$ cat src/rtl/wb_pkg.sv
// ============================================================================
// wb_pkg: shared widths and types for the writeback / register file slice.
// Rev 1.0
// ============================================================================
`default_nettype none

package wb_pkg;

  localparam int DATA_SIZE  = 32;
  localparam int REG_ADDR_W = 5;
  localparam int NUM_REGS   = 32;

  localparam logic [REG_ADDR_W-1:0] REG_ZERO = 5'd0;

  typedef logic [DATA_SIZE-1:0]  word_t;
  typedef logic [REG_ADDR_W-1:0] reg_addr_t;

endpackage

`default_nettype wire

$ cat src/rtl/wb_reg_array.sv
// ============================================================================
// wb_reg_array: register storage with async clear, one write port and two raw read ports.
// Rev 1.0
// ============================================================================
`default_nettype none

module wb_reg_array
  import wb_pkg::*;
#(
  parameter int DATA_SIZE = wb_pkg::DATA_SIZE,
  parameter int NUM_REGS  = wb_pkg::NUM_REGS
) (
  input  logic                 clk,
  input  logic                 rst,
  input  logic                 we,
  input  reg_addr_t            waddr,
  input  logic [DATA_SIZE-1:0] wdata,
  input  reg_addr_t            raddr1,
  input  reg_addr_t            raddr2,
  output logic [DATA_SIZE-1:0] rdata1,
  output logic [DATA_SIZE-1:0] rdata2
);

  logic [DATA_SIZE-1:0] r_mem [NUM_REGS];

  always_ff @(posedge clk or negedge rst) begin
    if (!rst) begin
      for (int i = 0; i < NUM_REGS; i++) begin
        r_mem[i] <= '0;
      end
    end else if (we) begin
      r_mem[waddr] <= wdata;
    end
  end

  assign rdata1 = r_mem[raddr1];
  assign rdata2 = r_mem[raddr2];

endmodule

`default_nettype wire

$ cat src/rtl/wb_regfile_unit.sv
// ============================================================================
// wb_regfile_unit: writeback mux, register file commit with write-through reads,
// retired-write counter. Optional pending-write scoreboard under WB_SCOREBOARD_EN.
// Rev 1.0
// ============================================================================
`default_nettype none

module wb_regfile_unit
  import wb_pkg::*;
#(
  parameter int DATA_SIZE = wb_pkg::DATA_SIZE,
  parameter int NUM_REGS  = wb_pkg::NUM_REGS
) (
  input  logic                 clk,
  input  logic                 rst,
  input  logic                 WB_MemtoReg,
  input  logic                 WB_RegWrite,
  input  logic [DATA_SIZE-1:0] WB_DM_Read_Data,
  input  logic [DATA_SIZE-1:0] WB_WD_out,
  input  reg_addr_t            WB_WR_out,
  input  reg_addr_t            Read_addr1,
  input  reg_addr_t            Read_addr2,
  output logic [DATA_SIZE-1:0] Read_data1,
  output logic [DATA_SIZE-1:0] Read_data2,
  output logic [DATA_SIZE-1:0] WB_Write_Data,
`ifdef WB_SCOREBOARD_EN
  input  logic                 ID_Issue,
  input  reg_addr_t            ID_Issue_WR,
  output logic                 Busy1,
  output logic                 Busy2,
`endif
  output logic [31:0]          Retire_Count
);

  logic                 w_eff_wr;
  logic [DATA_SIZE-1:0] w_raw1;
  logic [DATA_SIZE-1:0] w_raw2;
  logic [31:0]          r_retire_count;

  assign WB_Write_Data = WB_MemtoReg ? WB_DM_Read_Data : WB_WD_out;

  // Qualified by rst so reads and busy flags stay quiet while reset is held.
  assign w_eff_wr = rst && WB_RegWrite && (WB_WR_out != REG_ZERO);

  wb_reg_array #(
    .DATA_SIZE (DATA_SIZE),
    .NUM_REGS  (NUM_REGS)
  ) u_reg_array (
    .clk    (clk),
    .rst    (rst),
    .we     (w_eff_wr),
    .waddr  (WB_WR_out),
    .wdata  (WB_Write_Data),
    .raddr1 (Read_addr1),
    .raddr2 (Read_addr2),
    .rdata1 (w_raw1),
    .rdata2 (w_raw2)
  );

  always_comb begin
    Read_data1 = w_raw1;
    if (!rst || Read_addr1 == REG_ZERO) begin
      Read_data1 = '0;
    end else if (w_eff_wr && Read_addr1 == WB_WR_out) begin
      Read_data1 = WB_Write_Data;
    end
  end

  always_comb begin
    Read_data2 = w_raw2;
    if (!rst || Read_addr2 == REG_ZERO) begin
      Read_data2 = '0;
    end else if (w_eff_wr && Read_addr2 == WB_WR_out) begin
      Read_data2 = WB_Write_Data;
    end
  end

  always_ff @(posedge clk or negedge rst) begin
    if (!rst) begin
      r_retire_count <= '0;
    end else if (w_eff_wr) begin
      r_retire_count <= r_retire_count + 32'd1;
    end
  end

  assign Retire_Count = r_retire_count;

`ifdef WB_SCOREBOARD_EN
  logic [NUM_REGS-1:0] r_sb;
  logic [NUM_REGS-1:0] w_sb_next;

  // Issue set is applied after writeback clear so a same-register collision stays pending.
  always_comb begin
    w_sb_next = r_sb;
    if (w_eff_wr) begin
      w_sb_next[WB_WR_out] = 1'b0;
    end
    if (ID_Issue && ID_Issue_WR != REG_ZERO) begin
      w_sb_next[ID_Issue_WR] = 1'b1;
    end
  end

  always_ff @(posedge clk or negedge rst) begin
    if (!rst) begin
      r_sb <= '0;
    end else begin
      r_sb <= w_sb_next;
    end
  end

  assign Busy1 = (Read_addr1 != REG_ZERO) && r_sb[Read_addr1] &&
                 !(w_eff_wr && WB_WR_out == Read_addr1);
  assign Busy2 = (Read_addr2 != REG_ZERO) && r_sb[Read_addr2] &&
                 !(w_eff_wr && WB_WR_out == Read_addr2);
`endif

endmodule

`default_nettype wire

$ cat config.mk
export PLATFORM = sky130hd
export DESIGN_NAME = wb_regfile_unit
export DESIGN_NICKNAME = d
export VERILOG_FILES = /design/src/rtl/wb_pkg.sv /design/src/rtl/wb_reg_array.sv /design/src/rtl/wb_regfile_unit.sv
export SDC_FILE = /design/constraint.sdc
export NUM_CORES = 2
export LEC_CHECK = 0
export BUFFER_PORTS_ARGS = -buffer_cell sky130_fd_sc_hd__clkbuf_2
export CAP_MARGIN = 30
export CORE_MARGIN = 8
export CORE_UTILIZATION = 63
export DETAILED_ROUTE_END_ITERATION = 10
export PLACE_DENSITY = 0.87
export SYNTH_ARGS = -nofsm -noshare
export SYNTH_HDL_FRONTEND = slang
export SYNTH_SLANG_ARGS = --single-unit
export TNS_END_PERCENT = 100
$ cat constraint.sdc
create_clock -name clk -period 4.72 [get_ports clk]
set_input_delay 1.416 -clock clk [delete_from_list [all_inputs] [get_ports clk]]
set_output_delay 1.416 -clock clk [all_outputs]
set_load 0.05 [all_outputs]
==> results of run 1 <==
metal layers:
metal	GRT usage	GRT overflow
met5	0.5882	0
met4	0.6773	42
met3	0.7322	7
met2	0.8557	45
met1	0.6952	9
through the flow:
stage                     std cells  utilization  hold slack, ns  area [sq um]  setup WS [ns]
after floorplan                4881            -          0.4413         54270       -0.02982
after global placement         6101       0.7023          0.3772         59800        -0.2661
after detailed placement       6101       0.7023          0.3833         59800        -0.3520
after CTS                      6339       0.7580          0.3986         64540        -0.1626
repair_timing:
item | 4_1_cts
setup buffers | 43
setup endpoints to repair | 64
gates resized for setup | 169
pin swaps | 33
gates cloned | 9
cell families after synthesis:
kind of cell	count (synthesis)	synth area share
simple gates	1308	0.09580
compound gates	1300	0.1316
flops	1056	0.4880
mux	621	0.2343
buf+inv	554	0.04337
xor+xnor	41	0.006631
fa+ha+maj	1	0.0002310
==> results.py, run 1 <==
metrics = {
    "run_status": {
        "outcome": "did not finish",
        "lastStage": "global routing",
        "stop_error": "[ERROR GRT-0232] Routing congestion too high. Check the congestion heatmap in the GUI.",
    },
    "synthesis": {
        "yosysTopAreaCell": "dfrtp_1",
        "yosysTopAreaCellShare": 0.4880,
        "syn_nets": 4965,
        "synth_enable_flop_cells": 0,
        "syn_area_sq_mm": 0.05415,
        "yosysSeqAreaShare": 0.4880,
        "syn-mean-instance-area_sq_um": 11.09,
        "ys.flop_type": "dfrtp_1",
        "synthDistinctLibCells": 51,
        "synth.area.top_cells": "dfrtp_1, mux4_2, a21oi_1, nor2_1, nand2_1",
        "ys_warn_count": 0,
        "synthArstFlopShare": 1.000,
        "synth_commonest_cells": "dfrtp_1, nor2_1, a21oi_1, nand2_1, mux4_2",
        "synth-seq-cells": 1056,
        "post-synth-top-count-cell": "dfrtp_1",
        "synth_cells": 4881,
    },
    "clocking": {
        "htreeDepth": 3,
        "numCtsBuffers": 103,
        "cts_buffer_depth": 3,
        "clock_sinks": 1056,
        "root_buffer": "clkbuf_16",
        "ctsHoldBuffers": 0,
    },
    "global_routing": {
        "grt.total_usage": 0.7448,
        "grt_max_degree": 190,
        "globalRoute.totalOverflow": 103,
    },
    "place": {
        "io_buffers": 210,
        "detailed_place_hpwl_mm": 121.1,
        "globalplace.congestion": 0.9172,
    },
    "floorplan": {
        "die_height_um": 309.2,
        "rows": 107,
        "start_util": 0.6360,
        "die_w_um": 309.2,
        "io_pins": 211,
    },
}
==> run 2: changes to the inputs <==
--- a/config.mk
+++ b/config.mk
@@ -8,9 +8,9 @@
 export BUFFER_PORTS_ARGS = -buffer_cell sky130_fd_sc_hd__clkbuf_2
 export CAP_MARGIN = 30
 export CORE_MARGIN = 8
-export CORE_UTILIZATION = 63
+export CORE_UTILIZATION = 40
 export DETAILED_ROUTE_END_ITERATION = 10
-export PLACE_DENSITY = 0.87
+export PLACE_DENSITY_LB_ADDON = 0.15
 export SYNTH_ARGS = -nofsm -noshare
 export SYNTH_HDL_FRONTEND = slang
 export SYNTH_SLANG_ARGS = --single-unit
==> run 2 against run 1 <==
Net effect: the flow now finishes, with violations (negative setup slack); synthesized cell count is the same; area after synthesis is the same.
==> results.py, run 2 <==
metrics = {
    "cells_and_area": {
        "nets": 5288,
        "final_cell_mix": "dfrtp_1, nor2_1, a21oi_1",
        "largest-register": "u_reg_array.r_mem",
        "post-route-util": 0.5102,
        "largest_reg_flops": 1024,
        "final_layout_size_suffix_gt1_frac": 0.3253,
        "final_common_cell": "dfrtp_1",
        "areaGrowthSynthToFinish_pct": 27.15,
    },
    "clocking": {
        "clock_sinks": 1056,
        "clk_pin_slew_ns": 0.06,
        "insertion_delay_ns": 0.73,
        "cts_buffer_depth": 3,
        "root_buffer": "clkbuf_16",
        "ctsHoldBuffers": 0,
        "htreeDepth": 3,
        "cts_tree": "built",
        "numCtsBuffers": 117,
    },
    "drt": {
        "antenna_left": 0,
        "vias_per_cell": 6.047,
        "wl_mm": 207.1,
        "wl_per_cell_um": 29.23,
        "firstDrtPassIters": 6,
        "initialDrtViolationCount": 4499,
        "num_vias": 42830,
        "drc": 0,
    },
    "synthesis": {
        "synthDistinctLibCells": 51,
        "yosysSeqAreaShare": 0.4880,
        "synth_enable_flop_cells": 0,
        "syn-mean-instance-area_sq_um": 11.09,
        "syn_area_sq_mm": 0.05415,
        "yosysTopAreaCell": "dfrtp_1",
        "post-synth-top-count-cell": "dfrtp_1",
        "syn_nets": 4965,
        "synth.area.top_cells": "dfrtp_1, mux4_2, a21oi_1, nor2_1, nand2_1",
        "yosysTopAreaCellShare": 0.4880,
        "synth_cells": 4881,
        "synth-seq-cells": 1056,
        "synthArstFlopShare": 1.000,
        "ys.flop_type": "dfrtp_1",
        "synth_commonest_cells": "dfrtp_1, nor2_1, a21oi_1, nand2_1, mux4_2",
        "ys_warn_count": 0,
    },
    "sta": {
        "worstMarginPinSlew_ns": 1.027,
        "fin_skew_ns": 0.01686,
        "grt_setup_unrepaired": "true",
        "hold_viol": 0,
        "setup_slack_ns": -0.2343,
        "period_share": 1.050,
        "period_minus_slack_ns": 4.954,
        "max_freq_mhz": 201.8,
        "setup_viol": 50,
        "relSlewSlack": 0.3150,
        "tns_ns": -3.649,
        "slew_viol_final": 0,
    },
    "critical_path": {
        "crit_slowest_cell": "o211ai_1",
        "worstPathArrival_ns": 3.54,
        "worstSetupEndpointType": "output port",
        "critPathMaxStageDelay_ns": 0.51,
        "cp_cell_sequence": "clkbuf_4 > xor2_1 > nor3_2 > buf_4 > nand3_4 > buf_12 > buf_6 > buf_12 > o211ai_1 > buf_4 > buf_12",
        "startpoint_type": "input pin",
        "cp.required_ns": 3.30,
        "timing.critical_path.buf_inv": 7,
        "crit_type": "in2out",
        "worstPathMaxFanout": 4,
        "path_delay_family": "buffers and inverters",
        "crit_top_cell": "buf_12",
    },
    "global_routing": {
        "globalRoute.totalOverflow": 0,
        "grt_first_pass_wirelength_mm": 300.4,
        "grt_max_degree": 160,
        "grt.total_usage": 0.2755,
        "antenna_found_initial": 2,
        "first_global_vias": 41900,
    },
    "floorplan": {
        "io_pins": 211,
        "rows": 135,
        "start_util": 0.4012,
        "dieArea_sq_mm": 0.1474,
        "die_height_um": 383.9,
        "design.core.area_sq_mm": 0.1350,
        "die_w_um": 383.9,
    },
    "min_path": {
        "hp-class": "reg2reg",
    },
    "power_and_ir_drop": {
        "vdd_drop_max_mv": 0.3105,
        "p_per_area_mw_per_mm2": 404.6,
        "cellLeakagePower_uw": 0.02957,
    },
    "place": {
        "detailed_place_hpwl_mm": 125.3,
        "io_buffers": 210,
        "globalplace.congestion": 0.8377,
    },
    "run_status": {
        "violations": "negative setup slack",
        "outcome": "finished, violations left",
    },
    "job": {
        "max_cap_violations": 0,
    },
}
[run 2: path summary, 6_finish.rpt]
path,end,start,depth (start not counted),slack [ns]
min reg2reg,u_reg_array.r_mem[1013],u_reg_array.r_mem[1013],0,0.40
min in group asynchronous,u_reg_array.r_mem[946],rst,1,0.51
max,Read_data1[19],WB_WR_out[4],11,-0.23
max reg2reg,Retire_Count[24],Retire_Count[0],6,2.75
min,u_reg_array.r_mem[1013],u_reg_array.r_mem[1013],0,0.40
max in group asynchronous,u_reg_array.r_mem[605],rst,4,1.89
[run 2: cells by family after synthesis]
group,count (synthesis),synth area share
buffers and inverters,554,0.04337
adder cells (fa/ha/maj),1,0.0002310
multiplexers,621,0.2343
AO/OA/AOI/OAI,1300,0.1316
AND/OR/NAND/NOR,1308,0.09580
XOR/XNOR,41,0.006631
flip-flops,1056,0.4880
[run 2: cell type report]
class	instances	area, sq um
fillers	11700	66110
multi-input cells	3271	27060
flip-flops and latches	1056	26430
repair buffers	724	8949
clock buffers	173	3471
well taps	1781	2228
clock inverters	44	586.8
inverters	34	127.6
diodes	1	2.502
[run 2: layer usage]
metal	GRT usage	wire length [um]
met5	0	26
met3	0.05959	18740
met1	0.3992	89140
met2	0.4128	92120
met4	0.09124	7036
[run 2: timing repair]
item / 4_1_cts / 5_1_grt
pin swaps: 48 / 83
setup endpoints to repair: 63 / 64
cloned: 20 / 11
gates resized for setup: 195 / 195
buffers inserted: 53 / 55
hold endpoints to repair: 0 / 0
[run 2: through the flow]
stage	total power [uW]	cells	worst slack, ns	area [sq um]	hold slack (ns)
final	27860	7084	-0.2343	68850	0.3961
after global routing	29060	7083	-0.2170	68850	0.4094
after CTS	27740	7023	-0.2195	67360	0.3973
after detailed placement	17760	6735	-0.4554	61350	0.3827
after global placement	17590	6734	-0.4652	61330	0.3773
after floorplan	15520	4881	-0.02982	54270	0.4413
[run 2: worst reg2reg max path: cells and delay by family, from the launching register on]
kind,cells,cell delay [ns]
flip-flops,1,0.42
adder cells (fa/ha/maj),1,0.19
AND/OR/NAND/NOR,4,1.09
XOR/XNOR,1,0.15
[run 2: report_power, final]
group | total, uW | switching [uW] | leakage [uW] | internal, uW
logic | 6330 | 3100 | 0.0139 | 3220
clock network | 9720 | 3940 | 0.00201 | 5780
registers | 11800 | 1220 | 0.0137 | 10600
Note: power is estimated with default switching activity, not from simulation.
